--- config.mk ---
export PLATFORM = sky130hd
export DESIGN_NAME = audio_dma_sequencer
export DESIGN_NICKNAME = d
export VERILOG_FILES = /design/src/rtl/audio_dma_sequencer.sv
export SDC_FILE = /design/constraint.sdc
export NUM_CORES = 1
export LEC_CHECK = 0
export BUFFER_PORTS_ARGS = -buffer_cell sky130_fd_sc_hd__buf_2
export CAP_MARGIN = 10
export CORE_MARGIN = 5
export CORE_UTILIZATION = 50
export CTS_CLUSTER_DIAMETER = 200
export DETAILED_ROUTE_END_ITERATION = 7
export GPL_ROUTABILITY_DRIVEN = 0
export HOLD_SLACK_MARGIN = 0.08
export PLACE_DENSITY = 0.74
export SYNTH_ARGS = -nofsm -noshare
export SYNTH_HDL_FRONTEND = slang
export SYNTH_SLANG_ARGS = --single-unit
--- constraint.sdc ---
create_clock -name iSCLK -period 3.6 [get_ports iSCLK]
set_input_delay 0.36 -clock iSCLK [delete_from_list [all_inputs] [get_ports iSCLK]]
set_output_delay 0.36 -clock iSCLK [all_outputs]
set_load 0.02 [all_outputs]
--- src/rtl/audio_dma_sequencer.sv ---
// Audio playback sequencer: splits a track into DMA segments of at most pSegWords
// words, optionally looping, with graceful stop and start-configuration checking.
module audio_dma_sequencer #(
  parameter int pDmaAdrsWidth = 18,
  parameter int pSegWords     = 256
) (
  input  logic                     iSCLK,
  input  logic                     iSRST,
  input  logic                     iStart,
  input  logic                     iStop,
  input  logic                     iLoop,
  input  logic [pDmaAdrsWidth-1:0] iTrackStart,
  input  logic [pDmaAdrsWidth-1:0] iTrackEnd,
  output logic [pDmaAdrsWidth-1:0] oDmaAdrsStart,
  output logic [pDmaAdrsWidth-1:0] oDmaAdrsEnd,
  output logic                     oDmaEnable,
  input  logic                     iDmaDone,
  output logic                     oBusy,
  output logic [15:0]              oSegCnt,
  output logic [7:0]               oLoopCnt,
  output logic                     oDoneIrq,
  output logic                     oCfgErr
);

  localparam int W = pDmaAdrsWidth;
  localparam logic [W:0] SegSpan = (W+1)'(pSegWords - 1);

  typedef enum logic [1:0] {ST_IDLE, ST_LOAD, ST_RUN, ST_GAP} state_e;

  state_e         state_q, state_d;
  logic [W-1:0]   trk_start_q, trk_start_d;
  logic [W-1:0]   trk_end_q, trk_end_d;
  logic [W-1:0]   cur_q, cur_d;
  logic [W-1:0]   adrs_start_q, adrs_start_d;
  logic [W-1:0]   adrs_end_q, adrs_end_d;
  logic [15:0]    seg_cnt_q, seg_cnt_d;
  logic [7:0]     loop_cnt_q, loop_cnt_d;
  logic [1:0]     gap_cnt_q, gap_cnt_d;
  logic           stop_pend_q, stop_pend_d;
  logic           done_irq_q, done_irq_d;
  logic           cfg_err_q, cfg_err_d;
  logic           dma_done_q;
  logic           dma_rise;
  logic [W:0]     seg_sum;
  logic [W-1:0]   seg_last;

  assign dma_rise = iDmaDone & ~dma_done_q;

  // One extra bit keeps the segment end from wrapping near the top of memory.
  assign seg_sum  = {1'b0, cur_q} + SegSpan;
  assign seg_last = (seg_sum > {1'b0, trk_end_q}) ? trk_end_q : seg_sum[W-1:0];

  always_comb begin
    state_d      = state_q;
    trk_start_d  = trk_start_q;
    trk_end_d    = trk_end_q;
    cur_d        = cur_q;
    adrs_start_d = adrs_start_q;
    adrs_end_d   = adrs_end_q;
    seg_cnt_d    = seg_cnt_q;
    loop_cnt_d   = loop_cnt_q;
    gap_cnt_d    = gap_cnt_q;
    stop_pend_d  = stop_pend_q;
    done_irq_d   = 1'b0;
    cfg_err_d    = cfg_err_q;

    if (iStop && (state_q != ST_IDLE)) stop_pend_d = 1'b1;

    case (state_q)
      ST_IDLE: begin
        if (iStart) begin
          if (iTrackEnd >= iTrackStart) begin
            trk_start_d = iTrackStart;
            trk_end_d   = iTrackEnd;
            cur_d       = iTrackStart;
            seg_cnt_d   = '0;
            loop_cnt_d  = '0;
            cfg_err_d   = 1'b0;
            state_d     = ST_LOAD;
          end else begin
            cfg_err_d = 1'b1;
          end
        end
      end
      ST_LOAD: begin
        adrs_start_d = cur_q;
        adrs_end_d   = seg_last;
        state_d      = ST_RUN;
      end
      ST_RUN: begin
        if (dma_rise) begin
          seg_cnt_d = seg_cnt_q + 16'd1;
          gap_cnt_d = '0;
          state_d   = ST_GAP;
        end
      end
      ST_GAP: begin
        // Two quiet cycles, then the third GAP cycle makes the decision.
        if (gap_cnt_q != 2'd2) begin
          gap_cnt_d = gap_cnt_q + 2'd1;
        end else if ((adrs_end_q != trk_end_q) && !stop_pend_q) begin
          cur_d   = adrs_end_q + W'(1);
          state_d = ST_LOAD;
        end else if ((adrs_end_q == trk_end_q) && iLoop && !stop_pend_q) begin
          cur_d = trk_start_q;
          if (loop_cnt_q != 8'hFF) loop_cnt_d = loop_cnt_q + 8'd1;
          state_d = ST_LOAD;
        end else begin
          done_irq_d  = 1'b1;
          stop_pend_d = 1'b0;
          state_d     = ST_IDLE;
        end
      end
      default: state_d = ST_IDLE;
    endcase
  end

  always_ff @(posedge iSCLK or posedge iSRST) begin
    if (iSRST) begin
      state_q      <= ST_IDLE;
      trk_start_q  <= '0;
      trk_end_q    <= '0;
      cur_q        <= '0;
      adrs_start_q <= '0;
      adrs_end_q   <= '0;
      seg_cnt_q    <= '0;
      loop_cnt_q   <= '0;
      gap_cnt_q    <= '0;
      stop_pend_q  <= 1'b0;
      done_irq_q   <= 1'b0;
      cfg_err_q    <= 1'b0;
      dma_done_q   <= 1'b0;
    end else begin
      state_q      <= state_d;
      trk_start_q  <= trk_start_d;
      trk_end_q    <= trk_end_d;
      cur_q        <= cur_d;
      adrs_start_q <= adrs_start_d;
      adrs_end_q   <= adrs_end_d;
      seg_cnt_q    <= seg_cnt_d;
      loop_cnt_q   <= loop_cnt_d;
      gap_cnt_q    <= gap_cnt_d;
      stop_pend_q  <= stop_pend_d;
      done_irq_q   <= done_irq_d;
      cfg_err_q    <= cfg_err_d;
      dma_done_q   <= iDmaDone;
    end
  end

  assign oDmaAdrsStart = adrs_start_q;
  assign oDmaAdrsEnd   = adrs_end_q;
  assign oDmaEnable    = (state_q == ST_RUN);
  assign oBusy         = (state_q != ST_IDLE);
  assign oSegCnt       = seg_cnt_q;
  assign oLoopCnt      = loop_cnt_q;
  assign oDoneIrq      = done_irq_q;
  assign oCfgErr       = cfg_err_q;

endmodule

# --- Word-level counts from Yosys, hierarchy flattened ---
# Index checks and enable logic that the tools add are counted.
classes:
  muxes: 38
  n_reduce_logical: 17
  add_sub_neg: 5
  n_eq_ne: 16
  order_cmp: 2
  n_bitwise: 2
op_table:
  columns: ["cell", "count"]
  rows:
  - ["$mux W18", 6]
  - ["$mux W16", 3]
  - ["$mux W8", 6]
  - ["$pmux W18 S2", 1]
  - ["$pmux W16 S2", 1]
  - ["$add A18 B8 Y19 const B", 1]
  - ["$gt A19 B18 Y1", 1]
  - ["$add A18 B1 Y18 const B", 1]
  - ["$eq A18 B18 Y1", 1]
  - ["$ge A18 B18 Y1", 1]
  - ["$ne A18 B18 Y1", 1]
  - ["$add A16 B1 Y16 const B", 1]
  - ["$ne A2 B2 Y1 const B", 8]
  - ["$pmux W8 S2", 1]
  - ["$mux W1", 12]
  - ["$mux W2", 6]
  - ["$add A8 B1 Y8 const B", 1]
  - ["$ne A8 B8 Y1 const B", 1]
  - ["$pmux W2 S4", 1]
  - ["$reduce_and A4 Y1", 2]
  - ["$reduce_bool A2 Y1", 4]
  - ["$reduce_and A7 Y1", 1]
  - ["$reduce_and A3 Y1", 2]
  - ["$reduce_and A5 Y1", 1]
  - ["other kinds (12)", 16]
totals:
  elab_cells: 93
  reg_bits: 122
  in_bits: 42
  output_inout_bits: 64

# --- Depth between registers and ports, before layout ---
# Gate-level depths: netlist (run 1).
depth:
  ltp_word: 7
  ltp_mapped: 17
  ltp_nobuf: 15

# --- Worst setup path before layout (run 1) ---
# No wires, ideal clock.
synth_path:
  kind: "register to register"
  from: "register cur_q[2]"
  to: "register adrs_end_q[10], in the netlist oDmaAdrsEnd[10]"
  path_slack_ps: -70
  period_less_slack_ps: 3670
  arrival_ps: 3535
  setup_time_ps: 135
  stages_incl_launch_ff: 15
  n_path_buf: 2
  required_time_ps: 3465
  path_cell_list: "dfrtp_1 > or4_1 > nor4b_1 > nor2_1 > and3_1 > xor2_1 > ha_1 > a21oi_1 > o221ai_1 > a211o_1 > o21a_1 > buf_1 > clkbuf_1 > o31ai_1 > o22ai_1"
synth_between:
  elab_chain_len: 3
synth_lines:
  columns: ["item", "line", "source"]
  rows:
  - ["from (decl)", "33", "logic [W-1:0] cur_q, cur_d;"]
  - ["from (signal assigned)", "137", "cur_q <= cur_d;"]
  - ["$add A18 B8 Y19 (*)", "50", "assign seg_sum = {1'b0, cur_q} + SegSpan;"]
  - ["$gt A19 B18 Y1", "51", "assign seg_last = (seg_sum > {1'b0, trk_end_q}) ? trk_end_q : seg_sum[W-1:0];"]
  - ["$mux W18 (*)", "51", null]
  - ["to (signal assigned)", "139", "adrs_end_q <= adrs_end_d;"]
  - ["to (decl)", "35", "logic [W-1:0] adrs_end_q, adrs_end_d;"]
# Every way passes the cells marked *; elsewhere a longest branch is shown, timed or not.
# A chain may end at the register's enable or synchronous reset.

# --- Final worst setup path (run 1) ---
layout_path:
  from: "register cur_q[5]"
  to: "register adrs_end_q[12], in the netlist oDmaAdrsEnd[12]"
# Same word-level chain as after synthesis.

==> results_dict.tcl, run 1 <==
set metrics [dict create \
    outcome "finished clean" \
    core_area_sq_um 14500 \
    setup.worst_path.start "cur_q[5]$_DFFE_PP0P_" \
    synthSimpleGateAreaFrac_pct 12.5 \
    routed_via_density 5.90 \
    path_max_fanout 5 \
    max-cap-violations 0 \
    floorplan.initialDensity_pct 50.9 \
    clock-root-buffer "clkbuf_16" \
    synthXorXnorAreaFrac_pct 6.89 \
    cts_htree_levels 4 \
    grt_pass1_wl_mm 33.3 \
    num_vias 6462 \
    antenna_found_initial 1 \
    synth.mux.area_fraction_pct 10.8 \
    power.density_cell_area_nw_per_um2 917 \
    synth.cell_area_sq_um 7380 \
    fin_nets 986 \
    synthDistinctLibCells 50 \
    p_switching_mw 3.66 \
    dr.pass1.iters 5 \
    clock_sinks 122 \
    core.rowCount 44 \
    cts_max_path_buffers 2 \
    sw_frac_of_total_pct 43.8 \
    syn-mean-instance-area_sq_um 9.57 \
    cts.clk_slew.worst_paths_ns 0.06 \
    place.detailed.hpwl_mm 15.0 \
    maximum_number_of_pins_on_one_net_before_global_route_repair 90 \
    worstSkewPairLatency_ns 0.42 \
    synth_top_area_share_pct 41.4 \
    layout-drive-gt1-share_pct 28.0 \
    power.clock.fraction_pct 18.1 \
    total_grt_usage_pct 23.8 \
    clock.fmax_mhz 280 \
    pwr-share-comb_pct 51.7 \
    end_of_flow_core_utilization_pct 63.0 \
    via_count_of_the_first_global_routing_pass 6246 \
    cts_made_buffers 17 \
    worst_setup_path_end_kind "flop" \
    cp.arrival_ns 3.82 \
    synth_area_leader_cell "dfrtp_1" \
    timing.final.setup_violations 0 \
    design.die.area_sq_um 17300 \
    yosysSeqAreaShare_pct 41.4 \
    final_antenna_net_count 0 \
    final_period_minus_worst_setup_slack_ns 3.57 \
    cellLeakagePower_nw 4.33 \
    floorplan.die.width_microns 131 \
    cp-start-kind "flop" \
    reg2reg_setup_slack_ns 0.03 \
    postSynth.asyncResetShare_pct 100 \
    internal_power_mw 4.71 \
    r2r.worst_path.cells 15 \
    yosys_most_used_dff "dfrtp_1" \
    final.setup_skew_ns 0.00777 \
    seqPwrFrac_pct 30.1 \
    synth_compound_gate_area_share_pct 15.6 \
    timing.slew.headroom_pct 15.9 \
    regToRegStartpoint "cur_q[5]$_DFFE_PP0P_" \
    die_height_microns 131 \
    remaining_drc_errors 0 \
    design.portCount 106 \
    ir_worst_vdd_mv 0.503 \
    slew_viols_final 0 \
    ys_ff_latch 122 \
    period_share_pct 99.1 \
    hp-class "in2async" \
    fin_area_sq_um 9130 \
    synth-edff-count 0 \
    layout.filler_cells 1153 \
    endpoint_required_time_on_the_critical_path_ns 3.85 \
    worst_r2r_endpoint "oDmaAdrsEnd[12]$_DFFE_PP0N_" \
    net_count_of_the_mapped_netlist 858 \
    overflow_after_grt 0 \
    dpl-instance-area_sq_um 8280 \
    tightestPinTransition_ns 1.26 \
    portBuffers 105 \
    initialDrtViolationCount 627 \
    ys_top_cells_by_area "dfrtp_1, mux2_2, ha_1, xor2_1, o21ai_0" \
    main_combinational_cell_family_by_area_after_synthesis "compound AO/OA/AOI/OAI gates" \
    yosys_warnings 0 \
    timing.setup.critical_path_class "reg2reg" \
    cts_tree "built" \
    areaGrowthSynthToFinish_pct 23.7 \
    synthCells 771 \
    routedWlPerCell_microns 19.1 \
    finalWirelength_mm 20.9 \
    rsz_0062_raised_after_global_routing "true" \
    report.final.hold_viol_count 0 \
    post_synth_fa_ha_maj_area_fraction_pct 7.63 \
]
power groups by stage:
stage / Sequential, mW / Clock [mW] / Combinational, mW
finish: 2.52 / 1.52 / 4.33
global route: 2.59 / 1.58 / 4.72
CTS: 2.50 / 1.54 / 3.89
detailed placement: 2.51 / 0 / 3.79
global placement: 2.49 / 0 / 3.70
floorplan: 2.60 / 0 / 2.42
repair_timing:
action / in CTS / in global routing
hold endpoints to repair: 1 / 0
cloned: 0 / 1
setup buffers: 4 / 0
hold buffers: 1 / 0
resized for setup: 7 / 45
endpoints found under the setup margin: 18 / 18
pin swaps: 3 / 32
synth_stat cells (all sizes together), types with 2 or more instances:
cell type    n
o21a         7
buf         13
a21oi       40
clkinv       2
o31ai       24
nand2b       4
nor2        30
o21ai       64
dfrtp      122
a211oi       4
mux2        52
xor2        38
o211ai       4
o2111ai      3
xnor2       20
a21o         7
nand3       19
clkbuf      18
and3        16
inv         66
or3          4
o22ai       18
nor3        12
mux2i       21
and2         4
nand4       14
nor4         8
nand2       67
ha          45
a31oi        7
and4         3
or4          2
a211o        2
cells in the final DEF (no fill, tap or decap), types with 28 or more instances in the layout:
cell type,instances
buf_2,105
mux2_2,52
nor2_1,28
ha_1,43
xor2_1,37
nand2_1,65
dfrtp_1,122
a21oi_1,38
o21ai_0,62
inv_1,65
cell type report:
type	instances	area, sq um	share of cell area [%]
antenna	1	2.50	0.0274
clock buffer	27	493	5.40
clock inverter	3	15.0	0.164
inverter	68	259	2.84
multi-input combinational	550	4230	46.4
sequential	122	3050	33.4
tap	184	230	2.52
timing repair buffer	140	842	9.23
registers in the layout, summed over array words and instances, names as in the netlist, 2 cells and up:
signal / cells
oLoopCnt: 8
state_q: 2
oDmaAdrsEnd: 18
gap_cnt_q: 2
trk_end_q: 18
oSegCnt: 16
cur_q: 18
oDmaAdrsStart: 18
trk_start_q: 18
how the worst max path moves through the flow:
stage,endpoint,slack [ns],depth (start not counted)
after floorplan,oDmaAdrsEnd[10]$_DFFE_PP0N_,0.06,14
after global placement,oDmaAdrsEnd[2]$_DFFE_PP0N_,-0.05,14
after detailed placement,oDmaAdrsEnd[2]$_DFFE_PP0N_,-0.12,15
after CTS,oDmaAdrsEnd[12]$_DFFE_PP0N_,0.0008,15
after global routing,oDmaAdrsEnd[3]$_DFFE_PP0N_,-0.08,16
final,oDmaAdrsEnd[12]$_DFFE_PP0N_,0.03,15
worst max-delay path: stages, from the launching register on:
cell and delay [ns]:
dfrtp_1 0.38, or4_4 0.56, buf_6 0.14, nor4_4 0.11
buf_4 0.19, nor3b_2 0.06, xor2_1 0.16, ha_1 0.33
a21o_1 0.19, a21oi_2 0.15, o221ai_2 0.12, a211o_1 0.28
o21a_4 0.26, buf_6 0.14, o31ai_2 0.23, o22ai_1 0.09
cells by family (layout without fill, tap and decap cells):
| group | count (synthesis) | count (layout) |
|---|---|---|
| buffers and inverters | 99 | 238 |
| muxes | 73 | 73 |
| DFF | 122 | 122 |
| and+or+nand+nor | 188 | 188 |
| xor gates and xnor gates | 58 | 58 |
| AOI/OAI and AO/OA | 186 | 186 |
| adders and majority gates | 45 | 45 |
| other | 0 | 1 |
stage by stage:
step                      hold WS, ns  setup slack, ns  instances  power [mW]  setup TNS [ns]
after floorplan                 0.391           0.0555        771        5.02               0
after global routing            0.142          -0.0822       1095        8.90           -1.07
after CTS                      0.0962         0.000777       1093        7.92               0
after detailed placement        0.490           -0.122       1058        6.30           -1.23
after global placement          0.485          -0.0456       1058        6.19          -0.320
final                          0.0753           0.0323       1095        8.37               0
layer usage:
layer / vias up / track usage [%] / wire length (microns)
met5: - / 0 / 0
met4: 0 / 9.03 / 570
met3: 57 / 5.24 / 1430
met2: 275 / 36.9 / 9880
met1: 3122 / 32.7 / 9060
li1: 3008 / - / -
Power figures use the tool's default switching activity.
==> run 2: changes to the inputs <==
- PLACE_DENSITY: 0.74 -> 0.71
- clock period: 3.6 -> 3.8 ns (I/O delays scaled with it)
==> run 2 against run 1 <==
Wire length fell by 4.4%. First-iteration DRC count fell by 19%. Core utilization is 1.7 points lower. Critical path type unchanged. Register-to-register slack better by 0.19 ns. Die area did not move. Global-route usage decreased by 0.36 points. Critical path depth fell by 2. Clock power increased by 15%. Combinational power decreased by 17%. Cell area shrank 2.7%. Total power is 8.1% lower.
==> results_dict.tcl, run 2 (synthesized netlist as in run 1, its figures left out) <==
set metrics [dict create \
    power.density_cell_area_nw_per_um2 866 \
    timing.setup.critical_path_class "reg2reg" \
    whs_path_depth 3 \
    maximum_number_of_pins_on_one_net_before_global_route_repair 75 \
    setup_tns_ns 0 \
    worstSkewPairLatency_ns 0.42 \
    overflow_after_grt 0 \
    reg2reg_setup_slack_ns 0.22 \
    via_count_of_the_first_global_routing_pass 6294 \
    cts.repair_timing.setup_buffer_count 0 \
    num_vias 6258 \
    final_antenna_net_count 0 \
    cp.buffers_inverters 1 \
    ir_worst_vdd_mv 0.526 \
    cts_made_buffers 17 \
    grt_pass1_wl_mm 32.8 \
    core_area_sq_um 14500 \
    final_cells 1079 \
    design.portCount 106 \
    timing.final.setup_violations 0 \
    worst_setup_path_end_kind "flop" \
    clock.fmax_mhz 279 \
    cp.arrival_ns 3.84 \
    grtUsageMet3_pct 7.15 \
    final_common_cell "dfrtp_1" \
    layout.filler_cells 1258 \
    hp-class "in2reg" \
    worst_r2r_endpoint "oDmaAdrsEnd[15]$_DFFE_PP0N_" \
    cellLeakagePower_nw 4.28 \
    dp.cells 1045 \
    fin_area_sq_um 8880 \
    die_height_microns 131 \
    finalWirelength_mm 20.0 \
    mostFrequentLayoutCells "dfrtp_1, buf_2, nand2_1, inv_1, o21ai_0" \
    antenna_found_initial 0 \
    clock-root-buffer "clkbuf_16" \
    outcome "finished clean" \
    timing.hold.worst.start "iTrackEnd[5]" \
    r2r.worst_path.cells 13 \
    layout-drive-gt1-share_pct 24.6 \
    initialDrtViolationCount 510 \
    period_share_pct 94.3 \
    final.setup_skew_ns 0.00749 \
    setup.worst_path.start "cur_q[2]$_DFFE_PP0P_" \
    dpl-instance-area_sq_um 8180 \
    cts_htree_levels 4 \
    timing.critical_path.max_delay_family "compound AO/OA/AOI/OAI gates" \
    cts_tree "built" \
    report.final.hold_viol_count 0 \
    routedWlPerCell_microns 18.5 \
    routed_via_density 5.80 \
    global_route.peak_usage_layer "met2" \
    regToRegStartpoint "cur_q[2]$_DFFE_PP0P_" \
    diodes 0 \
    final_period_minus_worst_setup_slack_ns 3.58 \
    tightestPinTransition_ns 1.18 \
    max-cap-violations 0 \
    areaGrowthSynthToFinish_pct 20.4 \
    floorplan.initialDensity_pct 50.9 \
    endpoint_required_time_on_the_critical_path_ns 4.06 \
    timing.hold.worst_endpoint "trk_end_q[5]$_DFFE_PP0P_" \
    clock_sinks 122 \
    design.die.area_sq_um 17300 \
    cts_max_path_buffers 2 \
    dr.pass1.iters 5 \
    floorplan.die.width_microns 131 \
    grtUsageMet1_pct 31.8 \
    total_grt_usage_pct 23.4 \
    remaining_drc_errors 0 \
    fin_nets 969 \
    cp-start-kind "flop" \
    slew_viols_final 0 \
    rsz_0062_raised_after_global_routing "false" \
    grt_util_met2_pct 36.4 \
    cpPeakStageDelay_ns 0.58 \
    path_max_fanout 18 \
    timing.slew.headroom_pct 21.5 \
    core.rowCount 44 \
    critical-path-slowest-cell "or4_4" \
    place.detailed.hpwl_mm 14.6 \
    crit_path_cell_trace "or4_4, nor4_4, nor3b_1, xor2_1, ha_1, a21o_1, a21oi_1, o221ai_1, a211o_1, o21a_1, buf_12, o31ai_2, o22ai_1" \
    portBuffers 105 \
    cts.clk_slew.worst_paths_ns 0.06 \
]
-- run 2: per-layer routing --
layer / wire length [microns] / up-vias
met4: 384 / 0
met2: 9300 / 209
met1: 9040 / 3053
li1: - / 2960
met3: 1280 / 36
met5: 0 / -
-- run 2: power by group --
| part | switching (mW) | leakage, nW | internal [mW] |
|---|---|---|---|
| combinational | 2.09 | 2.44 | 1.49 |
| clock | 0.601 | 0.303 | 1.15 |
| sequential | 0.541 | 1.54 | 1.82 |
| total | 3.23 | 4.28 | 4.46 |
-- run 2: tightest hold or removal path, delay by kind of cell --
family                 cells  cell delay, ns
AND/OR/NAND/NOR            1            0.04
AO/OA/AOI/OAI              1            0.05
buffers and inverters      1            0.10
-- run 2: layout make-up --
cell class / instances / area, sq um / share of cell area, %
flip-flops and latches: 122 / 3050 / 34.4
multi-input cells: 550 / 4000 / 45.0
well taps: 184 / 230 / 2.59
repair buffers: 123 / 703 / 7.92
inverters: 68 / 258 / 2.90
clock inverters: 10 / 165 / 1.86
clock buffers: 22 / 474 / 5.34
-- run 2: per-stage QoR --
stage / power (mW) / hold WS, ns / setup slack, ns / utilization (%)
finish: 7.69 / 0.186 / 0.218 / 61.3
global route: 8.24 / 0.166 / 0.00879 / 61.3
CTS: 7.64 / 0.172 / 0.0640 / 61.0
detailed placement: 5.86 / 0.491 / 0.139 / 56.5
global placement: 5.77 / 0.484 / 0.247 / 56.5
floorplan: 4.74 / 0.411 / 0.130 / -
-- run 2: how the worst max path moves through the flow --
stage                                  end  slack [ns]  cells past startpoint
2_1_floorplan  oDmaAdrsEnd[10]$_DFFE_PP0N_        0.13                     14
3_3_place_gp   oDmaAdrsEnd[16]$_DFFE_PP0N_        0.25                     14
3_5_place_dp   oDmaAdrsEnd[13]$_DFFE_PP0N_        0.14                     13
4_1_cts         oDmaAdrsEnd[6]$_DFFE_PP0N_        0.06                     13
5_1_grt        oDmaAdrsEnd[16]$_DFFE_PP0N_       0.009                     14
6_report       oDmaAdrsEnd[15]$_DFFE_PP0N_        0.22                     13
-- run 2: timing repair --
| action | in CTS | in global routing |
|---|---|---|
| hold endpoints to repair | 40 | 0 |
| setup endpoints to repair | 0 | 18 |
| hold buffers | 2 | 0 |
| gates resized for setup | 0 | 8 |
==> run 3: changes to the inputs <==
- ABC_AREA: default -> 1
==> run 3 against run 2 <==
Total power up 0.76%. Worst setup slack better by 0.19 ns. Sequential cell count unchanged. Highest routed layer unchanged. Critical endpoint is now oDmaAdrsEnd[10]$_DFFE_PP0N_. Register-to-register slack better by 0.19 ns. Synthesized area up 10%. Largest power group unchanged. First-iteration DRC count up 11%. Hold slack worse by 0.022 ns. Fmax up 5.5%. Final cell count up 41%. Core utilization down 2.1 points. Clock-buffer cell count up 3.
==> results_dict.tcl, run 3 <==
set metrics [dict create \
    cts.clk_slew.worst_paths_ns 0.06 \
    final.setup_skew_ns 0.00924 \
    diodes 0 \
    design.portCount 106 \
    core.rowCount 46 \
    routedWlPerCell_microns 14.5 \
    antenna_found_initial 0 \
    die_height_microns 138 \
    floorplan.die.width_microns 138 \
    synth.mux.area_fraction_pct 0 \
    cts_made_buffers 17 \
    initialDrtViolationCount 568 \
    final_common_cell "nand2_1" \
    cellLeakagePower_nw 5.28 \
    timing.setup.critical_path_class "reg2reg" \
    maximum_number_of_pins_on_one_net_before_global_route_repair 73 \
    synth-edff-count 0 \
    place.detailed.hpwl_mm 16.5 \
    tightestPinTransition_ns 0.920 \
    synth.cell_area_sq_um 8140 \
    timing.slew.headroom_pct 38.7 \
    worstSkewPairLatency_ns 0.42 \
    core_area_sq_um 15900 \
    portBuffers 105 \
    slew_viols_final 0 \
    clock.fmax_mhz 295 \
    postSynth.asyncResetShare_pct 100 \
    rsz_0062_raised_after_global_routing "false" \
    yosysSeqAreaShare_pct 37.5 \
    worst_setup_path_end_kind "flop" \
    num_vias 7682 \
    cts_htree_levels 4 \
    timing.final.setup_violations 0 \
    layout.filler_cells 1528 \
    period_share_pct 89.3 \
    outcome "finished clean" \
    endpoint_required_time_on_the_critical_path_ns 4.11 \
    routed_via_density 5.07 \
    post-layout-total-power_mw 7.75 \
    synthDistinctLibCells 37 \
    cts_tree "built" \
    path_max_fanout 18 \
    ys_ff_latch 122 \
    netlist_top_cells_count "nand2_1, inv_1, dfrtp_1" \
    design.die.area_sq_um 18900 \
    clock-root-buffer "clkbuf_16" \
    report.final.hold_viol_count 0 \
    grt_pass1_wl_mm 35.8 \
    post_cts_resize_count 0 \
    post_synth_fa_ha_maj_area_fraction_pct 6.92 \
    hp-class "in2async" \
    main_combinational_cell_family_by_area_after_synthesis "simple AND/OR/NAND/NOR gates" \
    power.density_cell_area_nw_per_um2 821 \
    remaining_drc_errors 0 \
    dp.cells 1484 \
    synth_area_leader_cell "dfrtp_1" \
    mostFrequentLayoutCells "nand2_1, inv_1, dfrtp_1, nand3_1, nor2_1" \
    dr.pass1.iters 5 \
    layout-drive-gt1-share_pct 13.1 \
    syn-mean-instance-area_sq_um 6.85 \
    ys_top_cells_by_area "dfrtp_1, nand2_1, ha_1, nand3_1, inv_1" \
    setup_tns_ns 0 \
    finalWirelength_mm 22.0 \
    cp-start-kind "flop" \
    overflow_after_grt 0 \
    fin_nets 1375 \
    final_cells 1516 \
    total_grt_usage_pct 24.2 \
    synth_most_common_cell "nand2_1" \
    areaGrowthSynthToFinish_pct 16.0 \
    ir_worst_vdd_mv 0.475 \
    floorplan.initialDensity_pct 51.1 \
    synthXorXnorAreaFrac_pct 4.41 \
    final_antenna_net_count 0 \
    via_count_of_the_first_global_routing_pass 7051 \
    yosys_most_used_dff "dfrtp_1" \
    synth_top_area_share_pct 37.5 \
    final_period_minus_worst_setup_slack_ns 3.40 \
    synth_compound_gate_area_share_pct 5.35 \
    max-cap-violations 0 \
    synthSimpleGateAreaFrac_pct 36.6 \
    yosys_warnings 0 \
    cts_max_path_buffers 2 \
    cp.arrival_ns 3.71 \
    synthCells 1188 \
    net_count_of_the_mapped_netlist 1275 \
    clock_sinks 122 \
]
## run 3: metrics by stage
stage                     cell area, sq um  setup slack, ns  utilization [%]  hold slack, ns
final                                 9440            0.405             59.2           0.164
after global routing                  9440           0.0482             59.2           0.239
after CTS                             9440            0.450             59.2           0.195
after detailed placement              8840            0.471             55.4           0.454
after global placement                8840            0.592             55.4           0.451
after floorplan                       8140            0.177                -           0.411
## run 3: critical path, cell delays in order (launching register included)
cell     delay [ns]
dfrtp_1        0.41
inv_1          0.11
ha_1           0.25
nand2_1        0.14
nor2_1         0.07
nor2_1         0.20
nand2_1        0.14
nor2_1         0.16
nand2_1        0.09
xor2_1         0.23
inv_1          0.07
ha_1           0.30
nand3_1        0.10
nor3b_1        0.19
nand3_1        0.09
nor2_1         0.12
nand2_2        0.16
nand2_4        0.23
nand2_1        0.10
nand3_1        0.07
nand2_1        0.05
## run 3: cells by family (layout without fill, tap and decap cells)
kind of cell,Yosys count,after routing
adder cells (fa/ha/maj),45,45
AND/OR/NAND/NOR,716,716
XOR/XNOR,41,41
flip-flops,122,122
AO/OA/AOI/OAI,80,80
buffers and inverters,184,296
## run 3: area by class of cell
| class | count | area (sq um) | area share, % |
|---|---|---|---|
| clock buffer | 25 | 505 | 5.35 |
| clock inverter | 6 | 86.3 | 0.915 |
| inverter | 149 | 562 | 5.95 |
| multi-input combinational | 882 | 4340 | 46.0 |
| sequential | 122 | 3050 | 32.3 |
| tap | 216 | 270 | 2.86 |
| timing repair buffer | 116 | 623 | 6.60 |
## run 3: final timing paths
path | startpoint | to | slack [ns] | depth (start not counted)
min reg2reg | oDmaAdrsStart[6]$_DFFE_PP0N_ | oDmaAdrsStart[6]$_DFFE_PP0N_ | 0.46 | 2
min | iSRST | oSegCnt[10]$_DFFE_PP0P_ | 0.16 | 2
max | cur_q[0]$_DFFE_PP0P_ | oDmaAdrsEnd[10]$_DFFE_PP0N_ | 0.40 | 20
max reg2reg | cur_q[0]$_DFFE_PP0P_ | oDmaAdrsEnd[10]$_DFFE_PP0N_ | 0.40 | 20
max in group asynchronous | iSRST | trk_end_q[9]$_DFFE_PP0P_ | 2.84 | 3
min in group iSCLK | iTrackEnd[6] | trk_end_q[6]$_DFFE_PP0P_ | 0.23 | 3
## run 3: metal layers
metal | GRT usage, % | wire length, microns
met3 | 4.49 | 1490
met5 | 0 | 0
met1 | 36.1 | 10500
met2 | 34.8 | 9540
met4 | 8.87 | 486
## run 3: power breakdown
| part | internal [mW] | switching, mW |
|---|---|---|
| Clock | 1.05 | 0.586 |
| Combinational | 1.23 | 2.55 |
| Sequential | 1.80 | 0.541 |
| Total | 4.08 | 3.67 |
## run 3: timing repair
item,CTS,global route
setup buffers,0,0
hold buffers,1,0
endpoints found under the hold margin,1,0
